## src/rtl/pe_stream_pkt_tracker_if.sv

```systemverilog
// Bundle of the upstream beat, downstream beat and descriptor channels of the packet tracker.
// The master side drives beats and ready signals; the slave side is the tracker itself.
interface pe_stream_pkt_tracker_if #(
    parameter int TUSER_WIDTH = 128,
    parameter int TDATA_WIDTH = 256,
    parameter int TKEEP_WIDTH = TDATA_WIDTH / 8,
    parameter int LEN_WIDTH   = 16
);
    logic                   in_reg_tvalid;
    logic                   in_reg_tstart;
    logic                   in_reg_tlast;
    logic [TUSER_WIDTH-1:0] in_reg_tuser;
    logic [TDATA_WIDTH-1:0] in_reg_tdata;
    logic [TKEEP_WIDTH-1:0] in_reg_tkeep;
    logic                   in_reg_tready;

    logic                   out_tvalid;
    logic                   out_tstart;
    logic                   out_tlast;
    logic [TDATA_WIDTH-1:0] out_tdata;
    logic [TKEEP_WIDTH-1:0] out_tkeep;
    logic                   out_tready;

    logic                   desc_valid;
    logic [TUSER_WIDTH-1:0] desc_tuser;
    logic [LEN_WIDTH-1:0]   desc_byte_cnt;
    logic [LEN_WIDTH-1:0]   desc_beat_cnt;
    logic                   desc_err;
    logic                   desc_ready;

    logic [15:0]            drop_cnt;

    modport master (
        output in_reg_tvalid, in_reg_tstart, in_reg_tlast, in_reg_tuser, in_reg_tdata, in_reg_tkeep,
        output out_tready, desc_ready,
        input  in_reg_tready,
        input  out_tvalid, out_tstart, out_tlast, out_tdata, out_tkeep,
        input  desc_valid, desc_tuser, desc_byte_cnt, desc_beat_cnt, desc_err,
        input  drop_cnt
    );

    modport slave (
        input  in_reg_tvalid, in_reg_tstart, in_reg_tlast, in_reg_tuser, in_reg_tdata, in_reg_tkeep,
        input  out_tready, desc_ready,
        output in_reg_tready,
        output out_tvalid, out_tstart, out_tlast, out_tdata, out_tkeep,
        output desc_valid, desc_tuser, desc_byte_cnt, desc_beat_cnt, desc_err,
        output drop_cnt
    );
endinterface

```

## src/rtl/pe_stream_pkt_tracker.sv

```systemverilog
// Zero-latency stream pass-through that delimits packets, counts beats/bytes per packet,
// emits a one-deep descriptor per packet and discards beats arriving outside a packet.
module pe_stream_pkt_tracker #(
    parameter int TUSER_WIDTH = 128,
    parameter int TDATA_WIDTH = 256,
    parameter int TKEEP_WIDTH = TDATA_WIDTH / 8,
    parameter int LEN_WIDTH   = 16
) (
    input logic                    clk,
    input logic                    rst_n,
    pe_stream_pkt_tracker_if.slave bus
);
    typedef enum logic {IDLE, PKT} state_t;

    localparam logic [LEN_WIDTH-1:0] LEN_MAX = '1;

    state_t                 state, state_nxt;
    logic [TUSER_WIDTH-1:0] meta, meta_nxt;
    logic [LEN_WIDTH-1:0]   beat_cnt, beat_nxt;
    logic [LEN_WIDTH-1:0]   byte_cnt, byte_nxt;
    logic                   sat, sat_nxt;

    logic [TDATA_WIDTH-1:0] data;
    logic [LEN_WIDTH-1:0]   keep_bytes;
    logic [LEN_WIDTH:0]     beat_sum, byte_sum;
    logic [LEN_WIDTH-1:0]   beat_inc, byte_inc;
    logic                   in_pkt, desc_stall, orphan, restart_close, accept;

    logic                   desc_load, load_err;
    logic [TUSER_WIDTH-1:0] load_tuser;
    logic [LEN_WIDTH-1:0]   load_beat, load_byte;

    function automatic logic [LEN_WIDTH-1:0] popcount(input logic [TKEEP_WIDTH-1:0] keep);
        logic [LEN_WIDTH-1:0] n;
        n = '0;
        for (int i = 0; i < TKEEP_WIDTH; i++) n = n + LEN_WIDTH'(keep[i]);
        return n;
    endfunction

    assign in_pkt     = (state == PKT);
    assign desc_stall = bus.desc_valid & ~bus.desc_ready;
    // Orphans only exist out of reset so that ready mirrors out_tready while rst_n is low.
    assign orphan     = rst_n & ~in_pkt & ~bus.in_reg_tstart;
    // A start+last beat on an open packet would need two descriptors at once: hold it one
    // cycle while the abandoned packet is closed, then accept it as a single-beat packet.
    assign restart_close = in_pkt & bus.in_reg_tstart & bus.in_reg_tlast;

    assign bus.in_reg_tready = orphan | (bus.out_tready & ~desc_stall & ~restart_close);
    assign bus.out_tvalid    = bus.in_reg_tvalid & ~orphan & ~desc_stall & ~restart_close;
    assign data              = bus.in_reg_tdata;
    assign bus.out_tdata     = data;
    assign bus.out_tkeep     = bus.in_reg_tkeep;
    assign bus.out_tstart    = bus.in_reg_tstart;
    assign bus.out_tlast     = bus.in_reg_tlast;
    assign accept            = bus.in_reg_tvalid & bus.in_reg_tready;

    assign keep_bytes = popcount(bus.in_reg_tkeep);
    assign beat_sum   = {1'b0, beat_cnt} + (LEN_WIDTH + 1)'(1);
    assign byte_sum   = {1'b0, byte_cnt} + {1'b0, keep_bytes};
    assign beat_inc   = beat_sum[LEN_WIDTH] ? LEN_MAX : beat_sum[LEN_WIDTH-1:0];
    assign byte_inc   = byte_sum[LEN_WIDTH] ? LEN_MAX : byte_sum[LEN_WIDTH-1:0];

    // NOTE: every always_comb output gets a default first so no path can infer a latch.
    always_comb begin
        state_nxt  = state;
        meta_nxt   = meta;
        beat_nxt   = beat_cnt;
        byte_nxt   = byte_cnt;
        sat_nxt    = sat;
        desc_load  = 1'b0;
        load_tuser = meta;
        load_beat  = beat_cnt;
        load_byte  = byte_cnt;
        load_err   = 1'b1;

        if (restart_close && bus.in_reg_tvalid && !desc_stall) begin
            desc_load = 1'b1;
            state_nxt = IDLE;
        end else if (accept && !orphan) begin
            if (bus.in_reg_tstart) begin
                desc_load = in_pkt;
                meta_nxt  = bus.in_reg_tuser;
                beat_nxt  = LEN_WIDTH'(1);
                byte_nxt  = keep_bytes;
                sat_nxt   = 1'b0;
                state_nxt = PKT;
            end else begin
                beat_nxt = beat_inc;
                byte_nxt = byte_inc;
                sat_nxt  = sat | beat_sum[LEN_WIDTH] | byte_sum[LEN_WIDTH];
            end
            if (bus.in_reg_tlast) begin
                desc_load  = 1'b1;
                load_tuser = meta_nxt;
                load_beat  = beat_nxt;
                load_byte  = byte_nxt;
                load_err   = sat_nxt;
                state_nxt  = IDLE;
            end
        end
    end

    // NOTE: sequential state uses non-blocking assignments so every register samples pre-edge values.
    always_ff @(posedge clk or negedge rst_n) begin
        if (!rst_n) begin
            state    <= IDLE;
            meta     <= '0;
            beat_cnt <= '0;
            byte_cnt <= '0;
            sat      <= 1'b0;
        end else begin
            state    <= state_nxt;
            meta     <= meta_nxt;
            beat_cnt <= beat_nxt;
            byte_cnt <= byte_nxt;
            sat      <= sat_nxt;
        end
    end

    always_ff @(posedge clk or negedge rst_n) begin
        if (!rst_n) begin
            bus.desc_valid    <= 1'b0;
            bus.desc_tuser    <= '0;
            bus.desc_beat_cnt <= '0;
            bus.desc_byte_cnt <= '0;
            bus.desc_err      <= 1'b0;
        end else if (desc_load) begin
            bus.desc_valid    <= 1'b1;
            bus.desc_tuser    <= load_tuser;
            bus.desc_beat_cnt <= load_beat;
            bus.desc_byte_cnt <= load_byte;
            bus.desc_err      <= load_err;
        end else if (bus.desc_ready) begin
            bus.desc_valid    <= 1'b0;
        end
    end

    always_ff @(posedge clk or negedge rst_n) begin
        if (!rst_n) begin
            bus.drop_cnt <= '0;
        end else if (accept && orphan && bus.drop_cnt != 16'hFFFF) begin
            bus.drop_cnt <= bus.drop_cnt + 16'd1;
        end
    end
endmodule
```

## src/flat_wrapper.sv

```systemverilog
// flat-port wrapper written by rule: the top's interface ports become plain ports
module pe_stream_pkt_tracker_flat 
#(
    parameter int TUSER_WIDTH = 128,
    parameter int TDATA_WIDTH = 256,
    parameter int TKEEP_WIDTH = TDATA_WIDTH / 8,
    parameter int LEN_WIDTH   = 16
)
  (clk, rst_n, bus_in_reg_tvalid, bus_in_reg_tstart, bus_in_reg_tlast, bus_in_reg_tuser, bus_in_reg_tdata, bus_in_reg_tkeep, bus_out_tready, bus_desc_ready, bus_in_reg_tready, bus_out_tvalid, bus_out_tstart, bus_out_tlast, bus_out_tdata, bus_out_tkeep, bus_desc_valid, bus_desc_tuser, bus_desc_byte_cnt, bus_desc_beat_cnt, bus_desc_err, bus_drop_cnt);
  pe_stream_pkt_tracker_if #(.TUSER_WIDTH(TUSER_WIDTH), .TDATA_WIDTH(TDATA_WIDTH), .TKEEP_WIDTH(TKEEP_WIDTH), .LEN_WIDTH(LEN_WIDTH)) bus_i ();
  input logic clk;
  input logic rst_n;
  input wire logic [$bits(bus_i.in_reg_tvalid)-1:0] bus_in_reg_tvalid;
  input wire logic [$bits(bus_i.in_reg_tstart)-1:0] bus_in_reg_tstart;
  input wire logic [$bits(bus_i.in_reg_tlast)-1:0] bus_in_reg_tlast;
  input wire logic [$bits(bus_i.in_reg_tuser)-1:0] bus_in_reg_tuser;
  input wire logic [$bits(bus_i.in_reg_tdata)-1:0] bus_in_reg_tdata;
  input wire logic [$bits(bus_i.in_reg_tkeep)-1:0] bus_in_reg_tkeep;
  input wire logic [$bits(bus_i.out_tready)-1:0] bus_out_tready;
  input wire logic [$bits(bus_i.desc_ready)-1:0] bus_desc_ready;
  output wire logic [$bits(bus_i.in_reg_tready)-1:0] bus_in_reg_tready;
  output wire logic [$bits(bus_i.out_tvalid)-1:0] bus_out_tvalid;
  output wire logic [$bits(bus_i.out_tstart)-1:0] bus_out_tstart;
  output wire logic [$bits(bus_i.out_tlast)-1:0] bus_out_tlast;
  output wire logic [$bits(bus_i.out_tdata)-1:0] bus_out_tdata;
  output wire logic [$bits(bus_i.out_tkeep)-1:0] bus_out_tkeep;
  output wire logic [$bits(bus_i.desc_valid)-1:0] bus_desc_valid;
  output wire logic [$bits(bus_i.desc_tuser)-1:0] bus_desc_tuser;
  output wire logic [$bits(bus_i.desc_byte_cnt)-1:0] bus_desc_byte_cnt;
  output wire logic [$bits(bus_i.desc_beat_cnt)-1:0] bus_desc_beat_cnt;
  output wire logic [$bits(bus_i.desc_err)-1:0] bus_desc_err;
  output wire logic [$bits(bus_i.drop_cnt)-1:0] bus_drop_cnt;
  assign bus_i.in_reg_tvalid = bus_in_reg_tvalid;
  assign bus_i.in_reg_tstart = bus_in_reg_tstart;
  assign bus_i.in_reg_tlast = bus_in_reg_tlast;
  assign bus_i.in_reg_tuser = bus_in_reg_tuser;
  assign bus_i.in_reg_tdata = bus_in_reg_tdata;
  assign bus_i.in_reg_tkeep = bus_in_reg_tkeep;
  assign bus_i.out_tready = bus_out_tready;
  assign bus_i.desc_ready = bus_desc_ready;
  assign bus_in_reg_tready = bus_i.in_reg_tready;
  assign bus_out_tvalid = bus_i.out_tvalid;
  assign bus_out_tstart = bus_i.out_tstart;
  assign bus_out_tlast = bus_i.out_tlast;
  assign bus_out_tdata = bus_i.out_tdata;
  assign bus_out_tkeep = bus_i.out_tkeep;
  assign bus_desc_valid = bus_i.desc_valid;
  assign bus_desc_tuser = bus_i.desc_tuser;
  assign bus_desc_byte_cnt = bus_i.desc_byte_cnt;
  assign bus_desc_beat_cnt = bus_i.desc_beat_cnt;
  assign bus_desc_err = bus_i.desc_err;
  assign bus_drop_cnt = bus_i.drop_cnt;
  pe_stream_pkt_tracker #(.TUSER_WIDTH(TUSER_WIDTH), .TDATA_WIDTH(TDATA_WIDTH), .TKEEP_WIDTH(TKEEP_WIDTH), .LEN_WIDTH(LEN_WIDTH)) u_core (.clk(clk), .rst_n(rst_n), .bus(bus_i));
endmodule
```

## config.mk

```make
export PLATFORM = sky130hd
export DESIGN_NAME = pe_stream_pkt_tracker_flat
export DESIGN_NICKNAME = d
export VERILOG_FILES = /design/src/rtl/pe_stream_pkt_tracker_if.sv /design/src/rtl/pe_stream_pkt_tracker.sv /design/src/flat_wrapper.sv
export SDC_FILE = /design/constraint.sdc
export NUM_CORES = 1
export LEC_CHECK = 0
export ABC_CLOCK_PERIOD_IN_PS = 4600
export BUFFER_PORTS_ARGS = -buffer_cell sky130_fd_sc_hd__buf_2
export CORE_AREA = 8 8 345 347
export DETAILED_ROUTE_END_ITERATION = 6
export DIE_AREA = 0 0 353 355
export PLACE_DENSITY = 0.46
export RECOVER_POWER = 50
export SLEW_MARGIN = 0
export SYNTH_ARGS = -nofsm -noshare
export SYNTH_HDL_FRONTEND = slang
export SYNTH_SLANG_ARGS = --single-unit
```

## constraint.sdc

```tcl
create_clock -name clk -period 4.6 [get_ports clk]
set_input_delay 0.23 -clock clk [delete_from_list [all_inputs] [get_ports clk]]
set_output_delay 0.23 -clock clk [all_outputs]
set_load 0.005 [all_outputs]
```

==> metrics.yaml, run 1 <==
status: "complete, but fails checks"
violations: "max-capacitance violations, max-slew violations, negative setup slack"
period_minus_slack_ps: 5900
whs_endpoint: "u_core.beat_cnt[0]"
worst_hold_startpoint: "bus_in_reg_tstart"
dieHeight_um: 355
clock_path_buffers: 3
final_cell_mix: "dfrtp_1 (340), buf_2 (259), nand2_1 (179), o21ai_0 (133), dlygate4sd3_1 (131)"
required_ps: 5090
cp-start-kind: "primary input"
rr_startpoint: "u_core.beat_cnt[0]"
tritoncts.num_buffers: 44
synthDistinctLibCells: 76
start_util_pct: 16.3
syn_inst: 1728
max_freq_ghz: 0.170
multi_input_area_um2: 7320
grt_util_all_layers_pct: 8.80
drc: 0
grt_pass1_wl_um: 86900
final_hold_viol_count: 0
synth_nets: 2192
final_common_cell: "dfrtp_1"
grt_max_degree: 122
finalClockSkew_ps: 19.2
cap_violations: 2
drtAntennaViolNets: 0
clkSlewWorstSetupHoldPaths_ps: 60
die_area_um2: 125000
rr_worst_depth: 6
wl_met3_um: 5430
clock_sinks: 340
port_buffers: 380
synth_top_cells_by_area: "dfrtp_1 (46%), buf_4 (12%), mux2_2 (7.5%)"
yosys_warnings: 0
place.detailed.hpwl_um: 41000
viasPerCell: 3.75
async_flop_share_pct: 100
maxSlewViolCount: 129
rows: 124
place.gp.congestion: 0.731
worstMarginPinSlew_ps: 2090
yosysTopAreaCell: "dfrtp_1"
hp-class: "primary input to flop"
synth_seq_cells: 340
setup_viol: 34
io_pins: 893
path_class: "primary input to flop"
ff2ff_setup_slack_ps: 1840
fin_ws_ps: -1300
nNetsFinal: 2436
cts_tree: "done"
netlist.area_leader.share_pct: 45.9
htree_levels: 2
grt_pass1_vias: 14000
grt_overflow: 0
rsz0062_at_grt: "true"
holdPathStages: 3
drt_iter0_drc: 691
root_buffer: "clkbuf_16"
pre_cts_slack_ps: -2110
end_kind: "flop"
reg2reg_to: "u_core.bus.desc_beat_cnt[5]"
num-fill-cells: 12500
slew_headroom_pct: -39.1
top_layer: "met5"
crit_fanout: 5
area_growth_pct: 25.2
wl_per_cell_um: 16.2
routed_wl_um: 57200
ir_drop_mv: 0.841
synth_area_um2: 18600
worst_skew_pair.late_latency_ps: 610
avgSynthCellArea_um2: 10.7
period_share_pct: 128
layout.area.seq_um2: 8510
wl_met1_um: 24600
coreArea_um2: 114000
ys_seq_area_share_pct: 45.9
synth_edf_count: 0
synthFlopType: "dfrtp_1"
dr.pass1.iters: 4
die_x_um: 353
cp_data_arrival_time_ps: 6390
via_count: 13200
power.density_nw_per_um2: 649
whs_ps: 168
antenna_found_initial: 4
drive_gt1_share_pct: 28.9
wl_met2_um: 25000
power.static_leakage_uw: 0.0109
## power by group
| part | total [uW] | switching, uW | internal, uW |
|---|---|---|---|
| registers | 4570 | 584 | 3980 |
| logic | 6750 | 3340 | 3410 |
| clock network | 3750 | 1480 | 2270 |
| total | 15100 | 5400 | 9670 |
## stage by stage
step	util (%)	power, uW	instance area (um^2)	cells	setup TNS, ps
6_report	20.5	15100	23200	3519	-40610
5_1_grt	20.5	16400	23200	3518	-64400
4_1_cts	20.6	15400	23300	3516	-41090
3_5_place_dp	17.8	10700	20200	3297	-66780
3_3_place_gp	17.8	10600	20200	3297	-63320
2_1_floorplan	-	8210	18600	1728	-46900
## synthesized netlist by cell type, types with 5 or more instances
master,number
mux2i_1,128
nand4_1,15
inv_1,59
o21ai_0,140
ha_1,16
buf_6,22
buf_2,23
a21o_1,7
a211oi_1,9
a31oi_1,18
and4_1,5
nor4_1,6
mux2_2,123
clkbuf_1,30
o31ai_1,12
nand3_1,15
mux2_1,9
and2_1,6
a21oi_1,45
o211ai_1,9
buf_4,300
nor2_1,41
o21ai_1,12
o311ai_0,5
xor2_1,6
nand2_1,180
xnor2_1,17
a221o_1,5
and3_1,14
fa_1,25
nor3_1,12
dfrtp_1,340
## layout make-up
type	count	share of cell area [%]
Inverter	59	0.953
Antenna cell	1	0.0108
Tap cell	1512	8.14
Timing Repair Buffer	577	15.9
Sequential cell	340	36.6
Clock buffer	63	5.61
Clock inverter	17	1.18
Multi-Input combinational cell	950	31.5
## worst max path at each step
stage               slack (ps)           startpoint                      endpoint  cells past startpoint
finish                   -1300  bus_in_reg_tkeep[1]  u_core.bus.desc_byte_cnt[10]                     21
global route             -1480  bus_in_reg_tkeep[1]   u_core.bus.desc_byte_cnt[6]                     22
CTS                      -1300  bus_in_reg_tkeep[1]   u_core.bus.desc_byte_cnt[1]                     22
detailed placement       -2110  bus_in_reg_tkeep[0]   u_core.bus.desc_byte_cnt[0]                     22
global placement         -2000  bus_in_reg_tkeep[1]   u_core.bus.desc_byte_cnt[1]                     22
floorplan                -1510  bus_in_reg_tkeep[1]  u_core.bus.desc_byte_cnt[13]                     21
## critical path: stages
cell and delay, ps:
buf_6 100, ha_4 260, inv_2 30, fa_1 510, fa_1 440, fa_1 480
fa_1 560, fa_1 460, fa_1 500, fa_2 400, fa_2 370, nor2b_1 120
o21a_1 150, nor2_1 60, xnor2_1 200, ha_1 300, a21o_1 230, a221o_1 400
buf_6 170, a311o_1 310, o221a_1 120
## cells by family (layout without fill, tap and decap cells)
family / after synthesis / in the layout / synth area share [%]
buffers and inverters: 438 / 716 / 16.2
DFF: 340 / 340 / 45.9
and+or+nand+nor: 315 / 315 / 7.71
AOI/OAI and AO/OA: 310 / 310 / 10.4
muxes: 260 / 260 / 14.9
adders and majority gates: 42 / 42 / 3.84
xor gates and xnor gates: 23 / 23 / 1.09
other: 0 / 1 / 0
## routing by layer
| layer | track usage [%] | up-vias |
|---|---|---|
| met5 | 0 | - |
| met4 | 3.51 | 2 |
| met3 | 4.06 | 161 |
| met2 | 13.6 | 469 |
| met1 | 10.6 | 6382 |
| li1 | - | 6186 |
## sequential cells by signal (all words and copies together), names as in the netlist
| signal | count |
|---|---|
| u_core.byte_cnt | 16 |
| u_core.bus.desc_beat_cnt | 16 |
| u_core.bus.desc_byte_cnt | 16 |
| u_core.beat_cnt | 16 |
| u_core.bus.desc_err | 1 |
| u_core.sat | 1 |
| u_core.bus.desc_valid | 1 |
| u_core.in_pkt | 1 |
| u_core.bus.drop_cnt | 16 |
| u_core.meta | 128 |
| u_core.bus.desc_tuser | 128 |
## what timing repair did
action | in CTS | in global routing
endpoints found under the setup margin | 34 | 34
gates resized for setup | 43 | 7
buffers inserted | 8 | 2
hold endpoints to repair | 351 | 0
pin swaps | 12 | 16
hold buffers | 131 | 0
Power figures use the tool's default switching activity.
==> run 2, diff against run 1 <==
--- a/config.mk
+++ b/config.mk
@@ -7,9 +7,10 @@
 export LEC_CHECK = 0
 export ABC_CLOCK_PERIOD_IN_PS = 4600
 export BUFFER_PORTS_ARGS = -buffer_cell sky130_fd_sc_hd__buf_2
-export CORE_AREA = 8 8 345 347
+export CORE_AREA = 8 8 344 346
+export CTS_CLUSTER_DIAMETER = 120
 export DETAILED_ROUTE_END_ITERATION = 6
-export DIE_AREA = 0 0 353 355
+export DIE_AREA = 0 0 352 354
 export PLACE_DENSITY = 0.46
 export RECOVER_POWER = 50
 export SLEW_MARGIN = 0
==> metrics.yaml, run 2 (synthesis gave the netlist of run 1 again) <==
fin_util_pct: 20.3  # -0.11 points
hp-class: "primary input to flop"
clock_path_buffers: 3  # unchanged
drc: 0  # unchanged
grt_max_degree: 111  # -9.0%
coreArea_um2: 113000  # -0.41%
power_uw: 14500  # -3.8%
dpl_cell_area_um2: 20200  # about the same
rsz0062_at_grt: "true"
start_util_pct: 16.4  # +0.067 points
violations: "max-capacitance violations, max-slew violations, negative setup slack"
power.density_nw_per_um2: 630  # -2.8%
p_sw_share_pct: 36.8  # +1.0 points
cp-start-kind: "primary input"
slowest_stage: "fa_1"
viasPerCell: 3.72  # -0.90%
pwr-share-comb_pct: 45.0  # +0.2 points
root_buffer: "clkbuf_16"
power.static_leakage_uw: 0.0108  # -1.2%
worstMarginPinSlew_ps: 2370  # +280 ps
end_kind: "flop"
num-fill-cells: 12500  # -0.43%
grt_overflow: 0  # unchanged
drive_gt1_share_pct: 28.4  # -0.44 points
ir_drop_mv: 0.615  # -27%
cts_tree: "done"
pre_cts_slack_ps: -2020  # +82.8 ps
path_class: "primary input to flop"
die_x_um: 352  # -0.28%
place.gp.congestion: 0.723  # -1.1%
io_pins: 893  # unchanged
p_seq_share_pct: 31.5  # +1.2 points
crit_buf_inv: 3  # unchanged
fin_area_um2: 23000  # -0.95%
worst_skew_pair.late_latency_ps: 590  # -20 ps
drt_iter0_drc: 501  # -27%
die_area_um2: 125000  # -0.56%
layout.area.seq_um2: 8510  # unchanged
tritoncts.num_buffers: 44  # unchanged
slowest_delay_ps: 540  # -20 ps
top_regs: "u_core.bus.desc_tuser (128), u_core.meta (128)"
final_common_cell: "dfrtp_1"
final_cell_mix: "dfrtp_1 (340), buf_2 (257), nand2_1 (179), clkbuf_1 (132)"
cap_violations: 3  # +1
rows: 124  # unchanged
period_share_pct: 126  # -2.2 points
fin_ws_ps: -1200  # +102 ps
finalClockSkew_ps: 17.4  # -1.83 ps
grt_pass1_wl_um: 88000  # +1.3%
maxSlewViolCount: 123  # -4.7%
area_growth_pct: 24.0
clkPwrFrac_pct: 23.5  # -1.4 points
required_ps: 5070  # -20 ps
antenna_found_initial: 2  # -2
port_buffers: 380  # unchanged
multi_input_area_um2: 7290  # -0.50%
slew_headroom_pct: -57.8  # -19 points
final_hold_viol_count: 0  # unchanged
wl_per_cell_um: 16.4  # +1.1%
dr.pass1.iters: 5  # +1
cp_data_arrival_time_ps: 6270  # -120 ps
status: "complete, but fails checks"
clock_sinks: 340  # unchanged
grt_util_all_layers_pct: 8.95  # +0.15 points
via_count: 13100  # -0.81%
worstPathCellList: "buf_8 -> ha_4 -> inv_2 -> fa_1 -> fa_1 -> fa_1 -> fa_1 -> fa_1 -> fa_1 -> fa_2 -> fa_2 -> nor2b_1 -> o21a_1 -> nor2_1 -> xnor2_1 -> ha_1 -> and3_4 -> a221oi_4 -> buf_6 -> nor3_4 -> a211o_1 -> o221a_2"
grt_pass1_vias: 14000  # -0.38%
period_minus_slack_ps: 5800  # -102 ps
max_freq_ghz: 0.172  # +1.8%
crit_family: "adder cells"
dieHeight_um: 354  # -0.28%
routed_wl_um: 57800  # +1.2%
clkSlewWorstSetupHoldPaths_ps: 60  # about the same
nNetsFinal: 2441  # +0.21%
setup_viol: 97  # +190%
crit_top_cell: "fa_1"
place.detailed.hpwl_um: 41900  # +2.4%
crit_fanout: 5  # unchanged
intPower_uw: 9160  # -5.3%
switching_power_uw: 5340  # -1.1%
htree_levels: 2  # unchanged
drtAntennaViolNets: 0  # unchanged
-- run 2: cell types whose count changed in the layout (fill, tap and decap cells not counted), moves of 4 or more --
| cell | previous run | this run |
|---|---|---|
| clkbuf_1 | 126 | 132 |
| bufinv_16 | 5 | 1 |
| clkbuf_8 | 13 | 9 |
| a21oi_2 | 5 | 1 |
| buf_6 | 9 | 5 |
| buf_4 | 47 | 59 |
| a21oi_1 | 40 | 44 |
| buf_12 | 9 | 5 |
-- run 2: metal layers --
layer	global-route usage [%]	vias to the layer above	share of wire (%)
met4	4.02	2	4.5
met2	13.4	507	43
met5	0	-	0.035
met1	10.7	6243	42
li1	-	6183	-
met3	4.46	158	10
-- run 2: worst reg2reg max path: stages, from the launching register on --
cell	delay, ps
dfrtp_1	450
nand2b_4	200
o211a_4	360
and3_1	310
nand2_8	120
buf_4	520
buf_4	710
mux2_2	460
-- run 2: power by group through the flow --
| stage | Combinational [uW] | Sequential, uW | Clock, uW |
|---|---|---|---|
| 6_report | 6520 | 4570 | 3410 |
| 3_3_place_gp | 6010 | 4590 | 0 |
| 4_1_cts | 6590 | 4570 | 3600 |
| 3_5_place_dp | 6060 | 4620 | 0 |
| 5_1_grt | 7370 | 4720 | 3700 |
| 2_1_floorplan | 3670 | 4550 | 0 |
-- run 2: path summary, 6_finish.rpt --
check / slack (ps) / to / from / depth (start not counted)
max: -1200 / u_core.bus.desc_byte_cnt[12] / bus_in_reg_tkeep[0] / 22
max in group asynchronous: -140 / u_core.meta[68] / rst_n / 5
min: 70 / u_core.bus.desc_valid / bus_desc_ready / 4
max reg2reg: 1360 / u_core.meta[45] / u_core.in_pkt / 7
min in group asynchronous: 920 / u_core.beat_cnt[4] / rst_n / 2
min reg2reg: 470 / u_core.bus.desc_tuser[17] / u_core.bus.desc_tuser[17] / 2
-- run 2: final cells by class --
class                      instances  area share, %
antenna                            1         0.0109
clock buffer                      63           5.49
clock inverter                    15          0.680
inverter                          59          0.962
multi-input combinational        950           31.7
sequential                       340           37.0
tap                             1512           8.22
timing repair buffer             582           16.0
-- run 2: per-stage QoR --
stage | TNS [ps] | hold WS (ps) | instances
6_report | -45260 | 74.9 | 3522
5_1_grt | -138640 | 84.4 | 3521
4_1_cts | -40630 | 21.7 | 3516
3_5_place_dp | -63350 | 160 | 3305
3_3_place_gp | -60650 | 158 | 3305
2_1_floorplan | -46900 | -65.6 | 1728
-- run 2: repair_timing --
action | 4_1_cts | 5_1_grt
pin swaps | 24 | 20
buffers inserted | 2 | 6
setup endpoints to repair | 34 | 34
endpoints found under the hold margin | 315 | 0
gates cloned | 0 | 0
resized for setup | 27 | 16
hold buffers | 131 | 0
